File: config.mk
export PLATFORM = sky130hd
export DESIGN_NAME = roi_serial_harness
export DESIGN_NICKNAME = d
export VERILOG_FILES = /design/src/rtl/roi_serial_harness.sv
export SDC_FILE = /design/constraint.sdc
export NUM_CORES = 1
export LEC_CHECK = 0
export BUFFER_PORTS_ARGS = -buffer_cell sky130_fd_sc_hd__buf_2
export CELL_PAD_IN_SITES_DETAIL_PLACEMENT = 1
export CELL_PAD_IN_SITES_GLOBAL_PLACEMENT = 1
export CORE_MARGIN = 2
export CORE_UTILIZATION = 25
export DETAILED_ROUTE_END_ITERATION = 16
export PLACE_DENSITY = 0.48
export SYNTH_ARGS = -nofsm -noshare
export SYNTH_HDL_FRONTEND = slang
export SYNTH_SLANG_ARGS = --single-unit
File: constraint.sdc
create_clock -name clk_i -period 1.79 [get_ports clk_i]
set_input_delay 0.4475 -clock clk_i [delete_from_list [all_inputs] [get_ports clk_i]]
set_output_delay 0.4475 -clock clk_i [all_outputs]
set_load 0.02 [all_outputs]
File: src/rtl/roi_serial_harness.sv
// Serial-in / serial-out harness around a fuzzer ROI: one shift chain
// di -> din_shr -> dout_shr -> do, with strobe-driven transfer, frame tracking and error flag.
module roi_serial_harness #(
    parameter int unsigned DIN_N    = 8,
    parameter int unsigned DOUT_N   = 8,
    parameter int unsigned AUTO_STB = 0,
    parameter int unsigned CNT_W    = 16
) (
    input  logic              clk_i,
    input  logic              rst_ni,
    input  logic              sen_i,
    input  logic              di_i,
    input  logic              stb_i,
    output logic              do_o,
    output logic [DIN_N-1:0]  din_o,
    input  logic [DOUT_N-1:0] dout_i,
    output logic              ready_o,
    output logic              frame_err_o,
    output logic [CNT_W-1:0]  frame_cnt_o
);

    localparam int unsigned CntW = $clog2(DIN_N + 1);
    localparam logic [CntW-1:0] CntFull = CntW'(DIN_N);

    logic [DIN_N-1:0]  din_shr_q, din_shr_d;
    logic [DOUT_N-1:0] dout_shr_q, dout_shr_d;
    logic [DIN_N-1:0]  din_q, din_d;
    logic [CntW-1:0]   cnt_q, cnt_d;
    logic              frame_err_q, frame_err_d;
    logic [CNT_W-1:0]  frame_cnt_q, frame_cnt_d;

    logic [DIN_N-1:0]  din_shift;
    logic [DOUT_N-1:0] dout_shift;
    logic              strobe;

    // Width-1 registers have no lower slice to keep, so they simply load their input.
    if (DIN_N == 1) begin : g_din_w1
        assign din_shift = di_i;
    end else begin : g_din_wn
        assign din_shift = {din_shr_q[DIN_N-2:0], di_i};
    end

    if (DOUT_N == 1) begin : g_dout_w1
        assign dout_shift = din_shr_q[DIN_N-1];
    end else begin : g_dout_wn
        assign dout_shift = {dout_shr_q[DOUT_N-2:0], din_shr_q[DIN_N-1]};
    end

    // Auto and external strobes in the same cycle merge into a single transfer.
    assign strobe = stb_i | ((AUTO_STB != 0) && (cnt_q == CntFull));

    always_comb begin
        din_shr_d   = din_shr_q;
        dout_shr_d  = dout_shr_q;
        din_d       = din_q;
        cnt_d       = cnt_q;
        frame_err_d = frame_err_q;
        frame_cnt_d = frame_cnt_q;

        if (sen_i) begin
            din_shr_d  = din_shift;
            dout_shr_d = dout_shift;
        end

        if (strobe) begin
            din_d       = din_shr_q;
            dout_shr_d  = dout_i;
            frame_cnt_d = frame_cnt_q + CNT_W'(1);
            if (cnt_q != CntFull) begin
                frame_err_d = 1'b1;
            end
            // The bit shifted in on a strobe cycle already belongs to the next frame.
            cnt_d = sen_i ? CntW'(1) : '0;
        end else if (sen_i && (cnt_q != CntFull)) begin
            cnt_d = cnt_q + CntW'(1);
        end
    end

    always_ff @(posedge clk_i or negedge rst_ni) begin
        if (!rst_ni) begin
            din_shr_q   <= '0;
            dout_shr_q  <= '0;
            din_q       <= '0;
            cnt_q       <= '0;
            frame_err_q <= 1'b0;
            frame_cnt_q <= '0;
        end else begin
            din_shr_q   <= din_shr_d;
            dout_shr_q  <= dout_shr_d;
            din_q       <= din_d;
            cnt_q       <= cnt_d;
            frame_err_q <= frame_err_d;
            frame_cnt_q <= frame_cnt_d;
        end
    end

    assign do_o        = dout_shr_q[DOUT_N-1];
    assign din_o       = din_q;
    assign ready_o     = (cnt_q == CntFull);
    assign frame_err_o = frame_err_q;
    assign frame_cnt_o = frame_cnt_q;

endmodule

Word level (Yosys, flattened, before mapping)
Index checks and enable logic that the tools add are counted.
{"block": "word_totals", "out_inout_bits": 27, "input_bits": 13, "elab_cells": 19, "regBits": 45}
{"block": "classes", "n_reduce_logical": 4, "n_eq_ne": 2, "muxes": 5, "n_addsub": 2}
{"cell": "16-bit by 1-bit adder with 16-bit output (second input constant)", "count": 1}
{"cell": "8-bit 2-to-1 mux", "count": 2}
{"cell": "4-bit 2-to-1 mux", "count": 2}
{"cell": "4-bit by 1-bit adder with 4-bit output (second input constant)", "count": 1}
{"cell": "4-bit == test (second input constant)", "count": 1}
{"cell": "4-bit != test (second input constant)", "count": 1}
{"cell": "2-bit nonzero test", "count": 2}
{"cell": "2-bit AND reduction", "count": 1}
{"cell": "1-bit logical AND", "count": 1}
{"cell": "1-bit 2-to-1 mux", "count": 1}

Longest topological paths before layout
Gate-level depths: netlist of the first run.
{"block": "depth", "ltp_word": 4, "depth_mapped": 6, "ltp_nobuf": 6}

Worst setup path after synthesis of the first run
OpenSTA, ideal clock, no wires.
{"block": "synth_timing", "path_type": "register -> register", "startpoint": "register frame_cnt_q[0] (netlist: frame_cnt_o[0])", "endpoint": "register frame_cnt_q[12] (netlist: frame_cnt_o[12])", "setup_time_ns": 0.130, "slack_ns": 0.363, "synth_period_minus_slack_ns": 1.427, "stages_incl_launch_ff": 6, "arrival_time_ns": 1.297, "path_cell_list": "dfrtp_1 ha_1 nand4_1 nor2_2 nand3_1 xnor2_1"}
{"block": "synth_via", "elab_chain_len": 1}
{"element": "from (decl)", "line_no": "30", "source": "logic [CNT_W-1:0] frame_cnt_q, frame_cnt_d;"}
{"element": "from (signal assigned)", "line_no": "93", "source": "frame_cnt_q <= frame_cnt_d;"}
{"element": "16-bit by 1-bit adder with 16-bit output", "line_no": "68", "source": "frame_cnt_d = frame_cnt_q + CNT_W'(1);"}
No other way between the ends.
A chain may end at the register's enable or synchronous reset.

Worst setup path in the final report of the first run
{"block": "layout_timing", "startpoint": "register cnt_q[0]", "endpoint": "output ready_o"}
{"block": "layout_via", "elab_chain_len": 1}
{"element": "from (decl)", "line_no": "28", "source": "logic [CntW-1:0] cnt_q, cnt_d;"}
{"element": "from (signal assigned)", "line_no": "91", "source": "cnt_q <= cnt_d;"}
{"element": "4-bit == test", "line_no": "99", "source": "assign ready_o = (cnt_q == CntFull);"}
{"element": "to (decl)", "line_no": "17", "source": "output logic ready_o,"}
No other way between the ends.

==> results of run 1 <==
==> layout by cell type, fill, tap and decap left out <==
cell / count
nand4_1: 5
nor2_2: 1
inv_2: 1
clkinv_2: 2
buf_2: 38
nor3_4: 1
nand2_1: 15
dfrtp_1: 45
a21o_1: 1
a221o_1: 1
a21oi_1: 2
nand3b_1: 1
xor2_1: 8
xnor2_1: 8
mux2i_1: 8
buf_4: 5
o21ai_0: 8
ha_2: 1
nand3_1: 6
nor2_1: 5
mux2_2: 17
ha_1: 2
and3_1: 5
clkbuf_8: 5
inv_1: 2
nor3b_1: 1
clkbuf_1: 1
nand4_4: 1
==> cells by family after synthesis <==
logic type	count (synthesis)
AOI/OAI and AO/OA	12
xor gates and xnor gates	16
adders and majority gates	3
buffers and inverters	9
DFF	45
muxes	25
and+or+nand+nor	41
==> report_power, final <==
part	leakage, nW	total (mW)	internal, mW	switching [mW]
Combinational	0.531	0.675	0.293	0.382
Clock	0.0450	0.611	0.271	0.340
Sequential	0.560	1.44	1.23	0.216
Total	1.14	2.73	1.79	0.938
==> flip-flops by register name, indices dropped and copies added (netlist names) <==
register	count
frame_err_o	1
cnt_q	4
din_shr_q	8
din_o	8
dout_shr_q	8
frame_cnt_o	16
==> what timing repair did <==
item,CTS,global route
gates resized for setup,0,3
setup endpoints to repair,1,1
setup buffers,1,1
==> worst paths after layout <==
check / to / slack [ns] / cells after the start
min reg2reg: frame_err_o / 0.46 / 1
min in group clk_i: dout_shr_q[7] / 0.36 / 3
max: ready_o / 0.07 / 5
min: din_shr_q[3] / 0.23 / 2
max reg2reg: cnt_q[0] / 0.19 / 7
max in group asynchronous: cnt_q[1] / 1.15 / 2
==> final cells by class <==
cell class	instances	area (µm²)
fill	813	5010
sequential	45	1130
multi-input combinational	97	746
timing repair buffer	43	228
tap	99	124
clock buffer	6	72.6
inverter	3	11.3
clock inverter	2	10.0
==> routing by layer <==
layer / vias to the layer above / part of all wire [%] / track usage, %
met5: - / 0 / 0
li1: 604 / - / -
met2: 29 / 46 / 16.5
met3: 5 / 4.5 / 3.24
met1: 643 / 48 / 13.2
met4: 0 / 1.2 / 3.03
==> critical path, delay by kind of cell (launching register included) <==
| family | cells | cell delay, ns |
|---|---|---|
| simple gates | 1 | 0.10 |
| fa+ha+maj | 1 | 0.18 |
| flops | 1 | 0.42 |
| buf+inv | 3 | 0.28 |
==> metrics, run 1 <==
Synth Warn # 0; slew margin rel. 60.8%; Post-Synth XOR/XNOR Area 7.32%; number of global-route vias before repair 1,364; ys async rst share 100%; Yosys top cell by area dfrtp_1; IO Port Bufs 39; final worst path period share 96.1%; critical path required time 1.34 ns; Most used DFF post-synth dfrtp_1; most common cell in the netlist dfrtp_1; synth cell count leaders dfrtp_1, mux2_2, nand2_1; simple-gate portion of the synthesized area 11.8%; hold_ws 0.229 ns; fmax 581 MHz; Reg-to-Reg Start cnt_q[0]; Post-Syn Instances 151; layout cells sized above 1 36.7%; top area cells in the synthesized netlist dfrtp_1, mux2_2, mux2i_1; Mapped Area 1910 µm²; final-stage net count 211; CTS tree built; crit-path cells inv_2 -> ha_2 -> nand3b_1 -> inv_1 -> buf_4; setup repair after global routing missed its margin false; area delta synth->final 21.0%; Post-DP Area 2210 µm²; Worst path max stage delay 0.42 ns; initial antenna violation count 0; DRT iter0 DRCs 20; post-synthesis sequential area ratio 58.8%; Cells after DPL 285; largest net degree at the start of global routing 46; max cap viols 0; complex-gate fraction of the synthesized area 3.53%; PwrDens 1180 nW/µm²; largest family of logic cells by synthesized area multiplexers; I/O Pins 40; clock buffer depth 2; Setup-failing EPs final 0; Post-DRT Antenna Nets 0; Die X 91.5 µm; Routed WL 4050 µm; minimum clock period 1.72 ns; CTS Hold Bufs 0; Syn Nets 167; DRT Pass-1 Iters 3; Initial Utilization 26.1%; Critical Path Source Type flip-flop; Worst Setup End Kind primary output; Lkg Pwr 1.14 nW; final worst setup slack 0.0690 ns; total clock sinks 45; fraction of the mapped netlist area in adder cells 1.96%; post-synth top area share 58.8%; Rows 31; status complete, no violations; core area 7330 µm²; DR vias/cell 4.34; first-pass GRT wire length 6790 µm; Yosys reg bits 45; design area 2320 µm²; CTS Root Cell clkbuf_8; HP Class in2async; Final Util 31.6%; Max Clock Skew 0.00457 ns; CP Class reg2out; total CTS buffers 5; Clk Latency, worst-skew pair 0.30 ns; RePlAce Congestion 0.714; per-cell routed wire length 13.7 µm; syn_area_per_cell 12.7 µm²; post-detail-place hpwl 2800 µm; Worst Max-Slew Pin Slew 0.588 ns; DIE HEIGHT 91.5 µm; Crit Path Max Fanout 3; die area 8370 µm²; Post-Layout Cell Count 295; Post-synth EDFFs 0; GR Overflow Total 0; Worst-path clk slew 0.08 ns; critical path arrival 1.27 ns; VDD IR-drop max 0.000440 V; Total Routing Usage GR 10.2%; via count 1,281; Crit-path slowest cell dfrtp_1; Final Hold Fails 0; CP startpoint cnt_q[0]; DRC viols 0; post-route setup TNS 0 ns; Diodes inserted 0; fin. max-slew vios 0; Final Total Pwr 2.73 mW; Place WS 0.251 ns; # H-tree levels 2; Synth cell types 24; post-synthesis mux area share 14.2%
Note: power is estimated with default switching activity, not from simulation.
==> run 2: changes to the inputs <==
--- a/config.mk
+++ b/config.mk
@@ -10,8 +10,10 @@
 export CELL_PAD_IN_SITES_GLOBAL_PLACEMENT = 1
 export CORE_MARGIN = 2
 export CORE_UTILIZATION = 25
+export CTS_BUF_LIST = sky130_fd_sc_hd__clkbuf_16
 export DETAILED_ROUTE_END_ITERATION = 16
-export PLACE_DENSITY = 0.48
+export GPL_TIMING_DRIVEN = 0
+export PLACE_DENSITY = 0.52
 export SYNTH_ARGS = -nofsm -noshare
 export SYNTH_HDL_FRONTEND = slang
 export SYNTH_SLANG_ARGS = --single-unit
==> metrics, run 2 (same netlist as run 1, synthesis figures left out) <==
CP startpoint cnt_q[0]; layout cells sized above 1 36.0% (-0.73 points); post-detail-place hpwl 2830 µm (+1.2%); CTS Root Cell clkbuf_16; setup repair after global routing missed its margin false; Critical Path Source Type flip-flop; clock buffer depth 2 (unchanged); CTS tree built; Lkg Pwr 1.17 nW (+3.3%); number of flip-flops in the largest register 16 (unchanged); Final Util 32.6% (+1.0 points); DR vias/cell 4.34 (about the same); commonest non-fill, non-tap cells in the layout dfrtp_1, buf_2, mux2_2; first-pass GRT wire length 6840 µm (+0.81%); # H-tree levels 2 (unchanged); PwrDens 1250 nW/µm² (+6.1%); total CTS buffers 5 (unchanged); DRC viols 0 (unchanged); Post-DP Area 2230 µm² (+0.62%); critical path required time 1.34 ns (about the same); Max Clock Skew 0.00312 ns (-0.00145 ns); DRT iter0 DRCs 17 (-15%); IO Port Bufs 38 (-2.6%); hold_ws 0.354 ns (+0.125 ns); VDD IR-drop max 0.000607 V (+38%); Total Routing Usage GR 10.3% (+0.085 points); core area 7330 µm² (unchanged); flop-to-flop setup slack 0.31 ns (+0.12 ns); Cells after DPL 288 (+1.1%); critical path arrival 1.22 ns (-0.05 ns); GR Overflow Total 0 (unchanged); I/O Pins 40 (unchanged); final worst path period share 93.0% (-3.1 points); max cap viols 0 (unchanged); Worst Setup End Kind primary output; die area 8370 µm² (unchanged); area delta synth->final 24.9%; DIE HEIGHT 91.5 µm (unchanged); via count 1,299 (+1.4%); Diodes inserted 0 (unchanged); per-cell routed wire length 13.6 µm (-1.1%); Final Hold Fails 0 (unchanged); final-stage net count 215 (+1.9%); total clock sinks 45 (unchanged); Worst-path clk slew 0.06 ns (-0.02 ns); fmax 601 MHz (+3.4%); Initial Utilization 26.1% (unchanged); Post-DRT Antenna Nets 0 (unchanged); initial antenna violation count 0 (unchanged); Crit Path Max Fanout 3 (unchanged); post-route setup TNS 0 ns (unchanged); minimum clock period 1.66 ns (-0.0563 ns); design area 2390 µm² (+3.2%); Routed WL 4060 µm (+0.25%); Setup-failing EPs final 0 (unchanged); HP Class in2async; slew margin rel. 31.0% (-30 points); fin. max-slew vios 0 (unchanged); Rows 31 (unchanged); largest net degree at the start of global routing 46 (unchanged); Post-Layout Cell Count 299 (+1.4%); Reg-to-Reg Start frame_cnt_o[0]; number of global-route vias before repair 1,410 (+3.4%); status complete, no violations; Clk Latency, worst-skew pair 0.28 ns (-0.02 ns); DRT Pass-1 Iters 3 (unchanged); RePlAce Congestion 0.719 (+0.69%); commonest non-fill, non-tap cell in the layout dfrtp_1; Worst Max-Slew Pin Slew 1.03 ns (+0.447 ns); CTS Hold Bufs 0 (unchanged); CP Class reg2out; Die X 91.5 µm (unchanged)
==> run 2: cell count changes in the layout (fill, tap and decap cells not counted) <==
cell,before,now
ha_1,2,3
clkbuf_1,1,2
buf_4,5,4
buf_2,38,40
clkbuf_16,0,5
buf_6,0,1
clkinv_2,2,1
clkinv_1,0,2
clkbuf_8,5,0
ha_2,1,0
==> run 2: through the flow <==
step	worst slack, ns	total power, mW
final	0.125	2.99
after detailed placement	0.273	2.15
after CTS	0.0248	3.04
after global placement	0.256	2.13
after global routing	0.0120	3.17
after floorplan	0.363	1.87
==> run 2: final cells by class <==
type                    instances  area [µm²]
plain buffers                   6        33.8
clock buffers                   5         125
clock inverters                 3        12.5
fillers                       821        4940
inverters                       3        11.3
multi-input cells              97         743
flip-flops and latches         45        1130
well taps                      99         124
repair buffers                 41         215
==> run 2: metal layers <==
| metal | part of all wire, % | track usage, % |
|---|---|---|
| met4 | 0.52 | 3.03 |
| met1 | 49 | 14.4 |
| met3 | 5.9 | 2.82 |
| met5 | 0 | 0 |
| met2 | 45 | 15.7 |
==> run 2: final timing paths <==
kind	endpoint	depth (start not counted)
min reg2reg	frame_err_o	1
max reg2reg	frame_cnt_o[12]	5
min in group clk_i	dout_shr_q[5]	3
max in group asynchronous	din_shr_q[6]	1
min	frame_cnt_o[15]	1
max	ready_o	5
==> run 2: power breakdown <==
part	internal [mW]	switching [mW]
sequential	1.23	0.208
clock	0.505	0.367
combinational	0.299	0.381
total	2.03	0.957
==> run 2: timing repair <==
item	CTS	global route
buffers inserted	1	2
gates resized for setup	0	2
gates cloned	0	0
endpoints found under the setup margin	1	1
==> run 2: critical path: stages, from the launching register on <==
cell      delay (ns)
dfrtp_1         0.39
inv_2           0.07
ha_1            0.16
nand3b_1        0.12
inv_1           0.07
buf_4           0.13
==> run 3: changes to the inputs <==
--- a/config.mk
+++ b/config.mk
@@ -13,6 +13,7 @@
 export CTS_BUF_LIST = sky130_fd_sc_hd__clkbuf_16
 export DETAILED_ROUTE_END_ITERATION = 16
 export GPL_TIMING_DRIVEN = 0
+export MAX_ROUTING_LAYER = met4
 export PLACE_DENSITY = 0.52
 export SYNTH_ARGS = -nofsm -noshare
 export SYNTH_HDL_FRONTEND = slang
==> constraint.sdc (replaced) <==
create_clock -name clk_i -period 1.79 [get_ports clk_i]
set_input_delay 0.4475 -clock clk_i [delete_from_list [all_inputs] [get_ports clk_i]]
set_output_delay 0.4475 -clock clk_i [all_outputs]
set_load 0.005 [all_outputs]
==> metrics, run 3 (same netlist as run 1, synthesis figures left out) <==
HP Class in2async; via count 1,290 (-0.69%); number of global-route vias before repair 1,408 (-0.14%); Worst path top cell family by delay flip-flops; post-detail-place hpwl 2830 µm (unchanged); Final Hold Fails 0 (unchanged); I/O Pins 40 (unchanged); DRC viols 0 (unchanged); max cap viols 0 (unchanged); commonest non-fill, non-tap cell in the layout dfrtp_1; total clock sinks 45 (unchanged); Critical Path Source Type flip-flop; Post-DRT Antenna Nets 0 (unchanged); Worst path depth 5 (unchanged); area delta synth->final 24.0%; fillers 822 (+0.12%); Worst path max stage delay 0.39 ns (about the same); Post-DP Area 2230 µm² (unchanged); Diodes inserted 0 (unchanged); final worst setup slack 0.132 ns (+0.00713 ns); PwrDens 1190 nW/µm² (-5.0%); register area 1130 µm² (unchanged); Switch Pwr 796 µW (-17%); design area 2370 µm² (-0.73%); minimum clock period 1.66 ns (-0.00713 ns); VDD IR-drop max 0.000525 V (-14%); Clk network pwr share 30.9% (+1.7 points); Crit Path Max Fanout 3 (unchanged); Flop pwr share 51.1% (+3.0 points); Worst Max-Slew Pin Slew 1.02 ns (-0.0104 ns); first-pass GRT wire length 6840 µm (unchanged); RePlAce Congestion 0.728 (+1.2%); crit-path cells inv_2 -> ha_1 -> nand3b_1 -> inv_1 -> buf_2; post-route setup TNS 0 ns (unchanged); DRT iter0 DRCs 14 (-3); CTS tree built; status complete, no violations; Worst Reg-to-Reg Cells 5 (unchanged); Max Clock Skew 0.00338 ns (+0.000254 ns); Final Util 32.4% (-0.24 points); area of the multi-input gates 743 µm² (unchanged); Final Total Pwr 2.82 mW (-5.7%); final worst path period share 92.6% (-0.40 points); slew margin rel. 31.7% (+0.69 points); final-stage net count 213 (-0.93%); commonest non-fill, non-tap cells in the layout dfrtp_1, buf_2, mux2_2; Crit-path slowest cell dfrtp_1; Total Routing Usage GR 10.6% (+0.31 points); critical path required time 1.34 ns (about the same); GR Overflow Total 0 (unchanged); Clk Latency, worst-skew pair 0.28 ns (about the same); Die X 91.5 µm (unchanged); DRT Pass-1 Iters 3 (unchanged); die area 8370 µm² (unchanged); critical path arrival 1.21 ns (about the same); # H-tree levels 2 (unchanged); IO Port Bufs 38 (unchanged); largest net degree at the start of global routing 46 (unchanged); setup repair after global routing missed its margin false; CP Class reg2out; sw frac 28.2% (-3.8 points); number of flip-flops in the largest register 16 (unchanged); Place WS 0.303 ns (+0.0301 ns); CP Buf/Inv Count 3 (unchanged); combinational share of power 18.0% (-4.8 points); Lkg Pwr 1.16 nW (-0.84%); Setup-failing EPs final 0 (unchanged); CTS Hold Bufs 0 (unchanged); total CTS buffers 5 (unchanged); layout cells sized above 1 35.4% (-0.65 points); Worst-path clk slew 0.06 ns (about the same); P_int 2.02 mW (-0.48%); Initial Utilization 26.1% (unchanged); fmax 603 MHz (+0.43%); initial antenna violation count 0 (unchanged); fin. max-slew vios 0 (unchanged); DR vias/cell 4.34 (about the same); Rows 31 (unchanged); DIE HEIGHT 91.5 µm (unchanged); Worst Setup End Kind primary output; core area 7330 µm² (unchanged); Routed WL 4020 µm (-0.79%); CTS Root Cell clkbuf_16; clock buffer depth 2 (unchanged); per-cell routed wire length 13.5 µm (-0.12%)
[run 3: cell count changes in the layout (fill, tap and decap cells not counted)]
cell,previous run,this run
buf_2,40,41
buf_4,4,1
[run 3: layout make-up]
cell class	count	share of cell area, %
clock inverter	3	0.527
clock buffer	5	5.27
buffer	6	1.42
inverter	3	0.474
sequential	45	47.4
multi-input combinational	97	31.3
timing repair buffer	39	8.33
tap	99	5.22
[run 3: final timing paths]
check / start / endpoint / slack, ns
setup / recovery: cnt_q[0] / ready_o / 0.13
min in group clk_i: dout_i[5] / dout_shr_q[5] / 0.38
setup reg to reg: frame_cnt_o[0] / frame_cnt_o[12] / 0.32
hold reg to reg: frame_err_o / frame_err_o / 0.45
max in group asynchronous: rst_ni / din_shr_q[6] / 0.81
hold / removal: rst_ni / frame_cnt_o[15] / 0.35
[run 3: what timing repair did]
action,CTS,global route
setup buffers,1,0
resized for setup,0,1
setup endpoints to repair,1,1
pin swaps,0,0
[run 3: layer usage]
layer	global-route usage, %	part of all wire, %	up-vias
li1	-	-	608
met1	14.4	48	649
met2	15.7	45	31
met3	2.82	5.9	2
met4	3.03	0.52	0
met5	-	0	-
[run 3: power groups by stage]
stage / Clock (mW) / Sequential, mW / Combinational, mW
after global placement: 0 / 1.46 / 0.514
after CTS: 0.909 / 1.44 / 0.528
after floorplan: 0 / 1.43 / 0.288
final: 0.871 / 1.44 / 0.508
after detailed placement: 0 / 1.46 / 0.527
after global routing: 0.948 / 1.47 / 0.586
[run 3: per-stage QoR]
| stage | hold WS [ns] | std cells |
|---|---|---|
| detailed placement | 0.443 | 288 |
| CTS | 0.376 | 297 |
| floorplan | 0.152 | 151 |
| finish | 0.350 | 297 |
| global route | 0.399 | 297 |
| global placement | 0.440 | 288 |
